===== src/rtl/ahb_sdram_arbiter.sv =====
`default_nettype none
// ============================================================================
// Module   : ahb_sdram_arbiter
// Brief    : Two-master AHB-Lite arbiter sharing one SDRAM controller port.
//            Master address phases are captured into per-master pending
//            buffers and replayed to the SDRAM port one at a time under
//            round-robin priority; losing masters are stalled via HREADYOUT.
// Revision : 1.0  initial release
// ============================================================================
module ahb_sdram_arbiter #(
    parameter int ADDR_W = 32,
    parameter int DATA_W = 32
) (
    input  logic              HCLK,
    input  logic              HRESETn,
    // master 0 slave port
    input  logic              m0_HSEL,
    input  logic [ADDR_W-1:0] m0_HADDR,
    input  logic              m0_HWRITE,
    input  logic [1:0]        m0_HTRANS,
    input  logic [2:0]        m0_HSIZE,
    input  logic [DATA_W-1:0] m0_HWDATA,
    output logic [DATA_W-1:0] m0_HRDATA,
    output logic              m0_HREADYOUT,
    output logic              m0_HRESP,
    // master 1 slave port
    input  logic              m1_HSEL,
    input  logic [ADDR_W-1:0] m1_HADDR,
    input  logic              m1_HWRITE,
    input  logic [1:0]        m1_HTRANS,
    input  logic [2:0]        m1_HSIZE,
    input  logic [DATA_W-1:0] m1_HWDATA,
    output logic [DATA_W-1:0] m1_HRDATA,
    output logic              m1_HREADYOUT,
    output logic              m1_HRESP,
    // SDRAM controller port
    output logic [ADDR_W-1:0] s_HADDR,
    output logic              s_HWRITE,
    output logic [1:0]        s_HTRANS,
    output logic [2:0]        s_HSIZE,
    output logic [DATA_W-1:0] s_HWDATA,
    input  logic [DATA_W-1:0] s_HRDATA,
    input  logic              s_HREADY,
    input  logic              s_HRESP,
    // current owner of the SDRAM port
    output logic [1:0]        grant
);

    localparam logic [1:0] c_ST_IDLE = 2'd0;
    localparam logic [1:0] c_ST_ADDR = 2'd1;
    localparam logic [1:0] c_ST_DATA = 2'd2;

    localparam logic [1:0] c_HTRANS_IDLE   = 2'b00;
    localparam logic [1:0] c_HTRANS_NONSEQ = 2'b10;

    logic [1:0]        r_state;
    logic [1:0]        w_state_next;
    logic              r_owner;        // 0 = m0, 1 = m1
    logic              w_owner_next;
    logic              r_last_grant;   // 0 = m0, 1 = m1
    logic              w_last_next;
    logic [1:0]        r_pend;
    logic [1:0]        w_pend_next;
    logic [1:0]        w_cap;
    logic [1:0]        w_hready;
    logic              w_pick;
    logic              w_in_addr;
    logic              w_in_data;
    logic              w_active;
    logic              w_done;
    logic              w_own0;
    logic              w_own1;

    logic [ADDR_W-1:0] r_addr0;
    logic [ADDR_W-1:0] r_addr1;
    logic              r_write0;
    logic              r_write1;
    logic [2:0]        r_size0;
    logic [2:0]        r_size1;

    // HTRANS[0] only separates SEQ from NONSEQ and IDLE from BUSY; both pairs
    // are treated alike, so the low bit carries no information here.
    logic              w_unused;
    assign w_unused = &{1'b0, m0_HTRANS[0], m1_HTRANS[0]};

    assign w_in_addr = (r_state == c_ST_ADDR);
    assign w_in_data = (r_state == c_ST_DATA);
    assign w_active  = w_in_addr | w_in_data;
    assign w_own0    = w_active & ~r_owner;
    assign w_own1    = w_active &  r_owner;
    assign w_done    = w_in_data & s_HREADY;

    // Per-master ready: owner follows the SDRAM in its data phase, is held in
    // the address phase; everyone else is ready unless a request is parked.
    always_comb begin
        w_hready[0] = ~r_pend[0];
        w_hready[1] = ~r_pend[1];
        if (w_own0 && w_in_addr) begin
            w_hready[0] = 1'b0;
        end else if (w_own0 && w_in_data) begin
            w_hready[0] = s_HREADY;
        end
        if (w_own1 && w_in_addr) begin
            w_hready[1] = 1'b0;
        end else if (w_own1 && w_in_data) begin
            w_hready[1] = s_HREADY;
        end
    end

    assign w_cap[0] = m0_HSEL & m0_HTRANS[1] & w_hready[0];
    assign w_cap[1] = m1_HSEL & m1_HTRANS[1] & w_hready[1];

    // Pending view after this edge: a completing owner keeps its flag only if
    // it recaptured in the same cycle.
    always_comb begin
        w_pend_next = r_pend | w_cap;
        if (w_done && w_own0) begin
            w_pend_next[0] = w_cap[0];
        end
        if (w_done && w_own1) begin
            w_pend_next[1] = w_cap[1];
        end
    end

    assign w_last_next = w_done ? r_owner : r_last_grant;
    // Round robin: on a tie the master not granted last wins.
    assign w_pick      = (&w_pend_next) ? ~w_last_next : w_pend_next[1];

    // Next-state and owner selection.
    always_comb begin
        w_state_next = r_state;
        w_owner_next = r_owner;
        case (r_state)
            c_ST_IDLE: begin
                if (|w_pend_next) begin
                    w_state_next = c_ST_ADDR;
                    w_owner_next = w_pick;
                end
            end
            c_ST_ADDR: begin
                if (s_HREADY) begin
                    w_state_next = c_ST_DATA;
                end
            end
            c_ST_DATA: begin
                if (s_HREADY) begin
                    if (|w_pend_next) begin
                        w_state_next = c_ST_ADDR;
                        w_owner_next = w_pick;
                    end else begin
                        w_state_next = c_ST_IDLE;
                    end
                end
            end
            default: begin
                w_state_next = c_ST_IDLE;
            end
        endcase
    end

    // FSM, ownership, round-robin history and pending flags.
    always_ff @(posedge HCLK or negedge HRESETn) begin
        if (!HRESETn) begin
            r_state      <= c_ST_IDLE;
            r_owner      <= 1'b0;
            r_last_grant <= 1'b1;
            r_pend       <= 2'b00;
        end else begin
            r_state      <= w_state_next;
            r_owner      <= w_owner_next;
            r_last_grant <= w_last_next;
            r_pend       <= w_pend_next;
        end
    end

    // Address-phase capture buffers.
    always_ff @(posedge HCLK or negedge HRESETn) begin
        if (!HRESETn) begin
            r_addr0  <= '0;
            r_write0 <= 1'b0;
            r_size0  <= 3'd0;
            r_addr1  <= '0;
            r_write1 <= 1'b0;
            r_size1  <= 3'd0;
        end else begin
            if (w_cap[0]) begin
                r_addr0  <= m0_HADDR;
                r_write0 <= m0_HWRITE;
                r_size0  <= m0_HSIZE;
            end
            if (w_cap[1]) begin
                r_addr1  <= m1_HADDR;
                r_write1 <= m1_HWRITE;
                r_size1  <= m1_HSIZE;
            end
        end
    end

    // SDRAM-side outputs; zero whenever the port is not owned.
    always_comb begin
        s_HTRANS = w_in_addr ? c_HTRANS_NONSEQ : c_HTRANS_IDLE;
        s_HADDR  = '0;
        s_HWRITE = 1'b0;
        s_HSIZE  = 3'd0;
        s_HWDATA = '0;
        grant    = 2'b00;
        if (w_active) begin
            s_HADDR  = r_owner ? r_addr1  : r_addr0;
            s_HWRITE = r_owner ? r_write1 : r_write0;
            s_HSIZE  = r_owner ? r_size1  : r_size0;
            grant    = r_owner ? 2'b10 : 2'b01;
        end
        if (w_in_data) begin
            s_HWDATA = r_owner ? m1_HWDATA : m0_HWDATA;
        end
    end

    // Master-side responses; only the data-phase owner sees SDRAM data/resp.
    always_comb begin
        m0_HREADYOUT = w_hready[0];
        m1_HREADYOUT = w_hready[1];
        m0_HRESP     = 1'b0;
        m1_HRESP     = 1'b0;
        m0_HRDATA    = '0;
        m1_HRDATA    = '0;
        if (w_own0 && w_in_data) begin
            m0_HRESP  = s_HRESP;
            m0_HRDATA = s_HRDATA;
        end
        if (w_own1 && w_in_data) begin
            m1_HRESP  = s_HRESP;
            m1_HRDATA = s_HRDATA;
        end
    end

endmodule
`default_nettype wire


===== config.mk =====
export PLATFORM = sky130hd
export DESIGN_NAME = ahb_sdram_arbiter
export DESIGN_NICKNAME = d
export VERILOG_FILES = /design/src/rtl/ahb_sdram_arbiter.sv
export SDC_FILE = /design/constraint.sdc
export NUM_CORES = 1
export LEC_CHECK = 0
export BUFFER_PORTS_ARGS = -buffer_cell sky130_fd_sc_hd__buf_2
export CAP_MARGIN = 20
export CELL_PAD_IN_SITES_DETAIL_PLACEMENT = 0
export CELL_PAD_IN_SITES_GLOBAL_PLACEMENT = 1
export CORE_ASPECT_RATIO = 1.75
export CORE_MARGIN = 5
export CORE_UTILIZATION = 32
export CTS_BUF_LIST = sky130_fd_sc_hd__clkbuf_8
export CTS_CLUSTER_SIZE = 25
export DETAILED_ROUTE_END_ITERATION = 12
export GPL_ROUTABILITY_DRIVEN = 0
export HOLD_SLACK_MARGIN = 0.08
export PLACE_DENSITY = 0.84
export RECOVER_POWER = 50
export SYNTH_ARGS = -nofsm -noshare
export SYNTH_HDL_FRONTEND = slang
export SYNTH_SLANG_ARGS = --single-unit
export TNS_END_PERCENT = 30

===== constraint.sdc =====
create_clock -name HCLK -period 2.55 [get_ports HCLK]
set_input_delay 0.255 -clock HCLK [delete_from_list [all_inputs] [get_ports HCLK]]
set_output_delay 0.255 -clock HCLK [all_outputs]
set_load 0.03 [all_outputs]

# After elaboration in Yosys (flattened, before gate mapping)
# Cells that the tools add are included.
# totals
mem_count	0
ram_bits	0
input_bits	178
word_cells	71
output_inout_bits	140
latch_bits	0
mem_bits_ro	0
reg_bits	78
# op_classes
eq_ne	5
reduce_logical	12
n_mul	0
n_div	0
addsub	0
mux	31
order_cmp	0
shift	0
bitwise	13
# op_table
operator	n
$mux W32	6
$mux W1	15
$mux W2	6
$and A1 B1 Y1	7
$logic_and A1 B1 Y1	6
$mux W3	2
$ne A2 B2 Y1 const B	3
$pmux W2 S3	1
$not A1 Y1	4
$reduce_and A2 Y1	2
$reduce_and A3 Y1	1
$eq A2 B1 Y1 const B	1
$eq A2 B2 Y1 const B	1
$logic_not A2 Y1	1
$or A2 B2 Y2	1
$pmux W1 S2	1
$reduce_bool A2 Y1	1
$reduce_or A2 Y1	1
$or A1 B1 Y1	1

# Logic depth before layout (Yosys ltp)
# logic_depth
ltp_word	14
depth_mapped	10
mapped_depth_nobuf	8

# Least setup slack after synthesis
# Ideal clock, no wire load.
# synth_timing
path_type	flip-flop to flip-flop
start	register r_state[0]
end	register r_addr0[10]
slack_ps	278
synth_period_minus_slack_ps	2272
n_path_buf	2
t_required_ps	2425
arrival_ps	2147
setup_time_ps	125
path_stages_with_launch	9
cell_sequence	dfrtp_1 -> inv_1 -> ha_1 -> nand4b_1 -> o221ai_2 -> nand3_2 -> buf_6 -> buf_6 -> mux2_4
# synth_between
elab_chain_len	7
elab_cells_between_ends	9
classes_between	eq/ne (2); mux (2); bitwise (3); reduce/logical (2)
# synth_lines
element	line_no	text
start: declaration	56	logic [1:0] r_state;
start signal: assignment	164	r_state <= c_ST_IDLE;
start signal: assignment	169	r_state <= w_state_next;
$eq A2 B1 Y1 or $eq A2 B2 Y1 (tied branches)	86, 87	
$or A1 B1 Y1	88	assign w_active = w_in_addr | w_in_data;
$and A1 B1 Y1	89	assign w_own0 = w_active & ~r_owner;
$logic_and A1 B1 Y1	100	end else if (w_own0 && w_in_data) begin
$mux W1	100	
$mux W1 *	98	if (w_own0 && w_in_addr) begin
net m0_HREADYOUT	24	output logic m0_HREADYOUT,
$and A1 B1 Y1 *	110	assign w_cap[0] = m0_HSEL & m0_HTRANS[1] & w_hready[0];
end signal: assignment	187	r_addr0 <= m0_HADDR;
end: declaration	74	logic [ADDR_W-1:0] r_addr0;
# Mark *: on every way through the listed nets, which the timed path passes. The rest lies on a longest branch.
# A chain may end at the register's enable or synchronous reset.

# Worst setup path after layout
# layout_timing
start	register r_state[0]
end	output port s_HWDATA[8]
# layout_between
elab_chain_len	2
# layout_lines
element	line_no	text
$eq A2 B2 Y1	87	assign w_in_data = (r_state == c_ST_DATA);
$mux W32	213	if (w_in_data) begin
end: declaration	41	output logic [DATA_W-1:0] s_HWDATA,
# Every way passes these cells.

==> out/metrics.yaml <==
status: "finished clean"
hold_start: "m1_HADDR[27]"
drv_cap: 0
cts_buffers: 9
hold_violations: 0
cp.buffers_inverters: 4
setup_viol: 0
grt_first_pass_wirelength_um: 26300
ff2ff_path_depth: 7
worst_pin_slew_ps: 1010
finalNetCount: 918
clock_skew_ps: 7.91
crit_fanout: 36
ys_seq_area_frac: 0.388
drc_errors: 0
place_ws_ps: 283
cts_tree: "done"
fin_ws_ps: 173
cts_sinks: 78
crit-reg2reg-launch: "r_state[0]"
initialDrtViolationCount: 116
slew_viol_final: 0
ctsLongestPathBuffers: 2
ys_warn_count: 0
synthCells: 432
clk_pin_slew_worst_paths_ps: 80
detailed_place_hpwl_um: 14500
ios: 318
via_count: 4397
path_cells: "inv_1, ha_2, buf_4, buf_6, nor2b_1, buf_2"
gr-usage-all-layers: 0.185
fin_crit_ps: 2380
fp.dieW_um: 105
wl_per_cell_um: 19.5
place.port_buffers: 314
rrSetupSlack_ps: 230
antenna_left: 0
rr_endpoint: "r_state[1]"
dieArea_um2: 18500
syn_area_um2: 5040
drt-pass1-iter-count: 4
synthToLayoutAreaGrowth_pct: 36.2
yosys.cell_types.count: 35
finalCritPeriodShare: 0.932
antenna_found_initial: 14
grt_overflow: 0
crit_family: "buffers and inverters"
clk_latency_ps: 340
cp.arrival_ps: 2120
htreeDepth: 3
hold_class: "in -> reg"
post-cts-setup-buffers: 0
cp.depth: 6
critPathKind: "reg -> out"
post_route_cells_drive_above_1_share: 0.532
rsz0062_at_grt: "yes"
start_kind: "register"
postLayoutCoreUtil: 0.444
setup_tns_ps: 0
slowest_delay_ps: 450
synth.avg_cell_area_um2: 11.7
wl_um: 18100
whs_path_depth: 2
synth_nets: 615
row_count: 60
nFillCells: 1595
max_freq_ghz: 0.421
placed_cell_area_um2: 6750
cts_root_buffer: "clkbuf_8"
core_area_um2: 15500
endpoint_kind: "output port"
grt_pass1_vias: 4566
final_cell_area_um2: 6860
grt_max_degree: 79
cp_slowest_cell: "dfrtp_1"
viasPerCell: 4.74
whs_endpoint: "r_addr1[27]"
slew_headroom: 0.324
cp.required_ps: 2300
p_leak_uw: 0.00403
initial_core_util: 0.326
die_y_um: 176
synth.ff_latch_count: 78
powerDensity_nw_per_um2: 1270
ir_drop_uv: 757
registers in the layout, summed over array words and instances (netlist names):
signal        flops
r_addr0          32
r_addr1          32
r_size0           3
r_size1           3
r_pend            2
r_state           2
r_last_grant      1
r_owner           1
r_write0          1
r_write1          1
per-layer routing:
metal | up-vias | track usage | wire length, um
li1 | 2085 | - | -
met1 | 2031 | 0.205 | 6520
met2 | 222 | 0.300 | 8620
met3 | 37 | 0.114 | 2580
met4 | 22 | 0.0464 | 280
met5 | - | 0 | 134
cell usage in the layout, fill, tap and decap left out, types with 2 or more instances in the layout:
cell type,n
nor2b_1,65
mux2_1,29
clkbuf_8,10
mux2_2,14
dfrtp_1,76
nor2b_2,4
a211o_1,2
clkinv_2,2
nand2_1,7
and3_1,34
mux2i_1,69
buf_4,5
o221ai_1,2
inv_1,5
buf_2,312
ha_1,4
mux2_4,30
diode_2,3
clkbuf_1,2
nor2_1,4
buf_6,5
and2_1,34
kinds of logic (layout without fill, tap and decap cells):
kind of cell             count (synthesis)  count (layout)  synth area share
multiplexers                           142             142             0.344
AND/OR/NAND/NOR                        155             155             0.191
adder cells (fa/ha/maj)                  5               5            0.0124
flip-flops                              78              78             0.388
buffers and inverters                   40             347            0.0450
AO/OA/AOI/OAI                           11              11            0.0194
other                                    1               4          0.000744
synthesized netlist by cell type:
library cell / n / share of area
dfrtp_1: 77 / 0.38
nor2_1: 4 / 0.0030
clkbuf_1: 18 / 0.013
a211o_1: 2 / 0.0035
dfstp_2: 1 / 0.0052
buf_4: 2 / 0.0030
a41oi_1: 1 / 0.0017
conb_1: 1 / 0.00074
nor3_1: 1 / 0.00099
nand3_2: 1 / 0.0020
and3_1: 34 / 0.042
nand3_4: 1 / 0.0035
a32o_1: 1 / 0.0020
o221ai_1: 1 / 0.0017
nor2b_1: 69 / 0.086
buf_6: 8 / 0.018
nand2b_1: 1 / 0.0012
a2bb2oi_1: 1 / 0.0017
mux2i_1: 69 / 0.14
nand4_1: 1 / 0.0012
o21ai_0: 1 / 0.00099
o221a_2: 1 / 0.0022
inv_2: 1 / 0.00074
mux2_2: 14 / 0.031
a21oi_1: 1 / 0.00099
inv_1: 4 / 0.0030
nand2_1: 7 / 0.0052
buf_2: 7 / 0.0070
o21a_1: 1 / 0.0015
and2_1: 34 / 0.042
mux2_4: 59 / 0.18
o221ai_2: 1 / 0.0030
ha_1: 5 / 0.012
nand3b_1: 1 / 0.0015
nand4b_1: 1 / 0.0017
through the flow:
step                      std cells  hold WS (ps)  total power [uW]
after floorplan                 432         -40.6              6590
after global routing            927          92.9              9330
final                           928           117              8730
after CTS                       923          98.1              9080
after global placement          908           483              8070
after detailed placement        908           490              8130
power breakdown:
group          internal, uW  switching (uW)
clock                   467             440
combinational          2260            3270
sequential             1880             416
total                  4600            4120
how the worst max path moves through the flow:
stage                     from            to  slack [ps]
floorplan           r_state[0]   r_addr0[10]         280
CTS                 r_state[0]  s_HWDATA[12]          40
finish              r_state[0]   s_HWDATA[8]         170
global placement    r_state[0]    r_state[1]         310
global route        r_state[0]  m0_HRDATA[3]         -10
detailed placement  r_state[0]    r_state[1]         280
what timing repair did:
action                                  in CTS  in global routing
hold buffers                                 0                  1
endpoints found under the setup margin       0                 19
gates resized for setup                      0                  8
endpoints found under the hold margin        0                 77
area by class of cell:
cell class | count | area, um^2 | share of cell area
flip-flops and latches | 78 | 1960 | 0.285
clock buffers | 10 | 138 | 0.0201
multi-input cells | 314 | 2760 | 0.402
inverters | 5 | 18.8 | 0.00274
well taps | 186 | 233 | 0.0339
diodes | 3 | 7.51 | 0.00109
repair buffers | 327 | 1700 | 0.248
clock inverters | 5 | 51.3 | 0.00748
No activity file was read; power rests on OpenSTA's default activity.
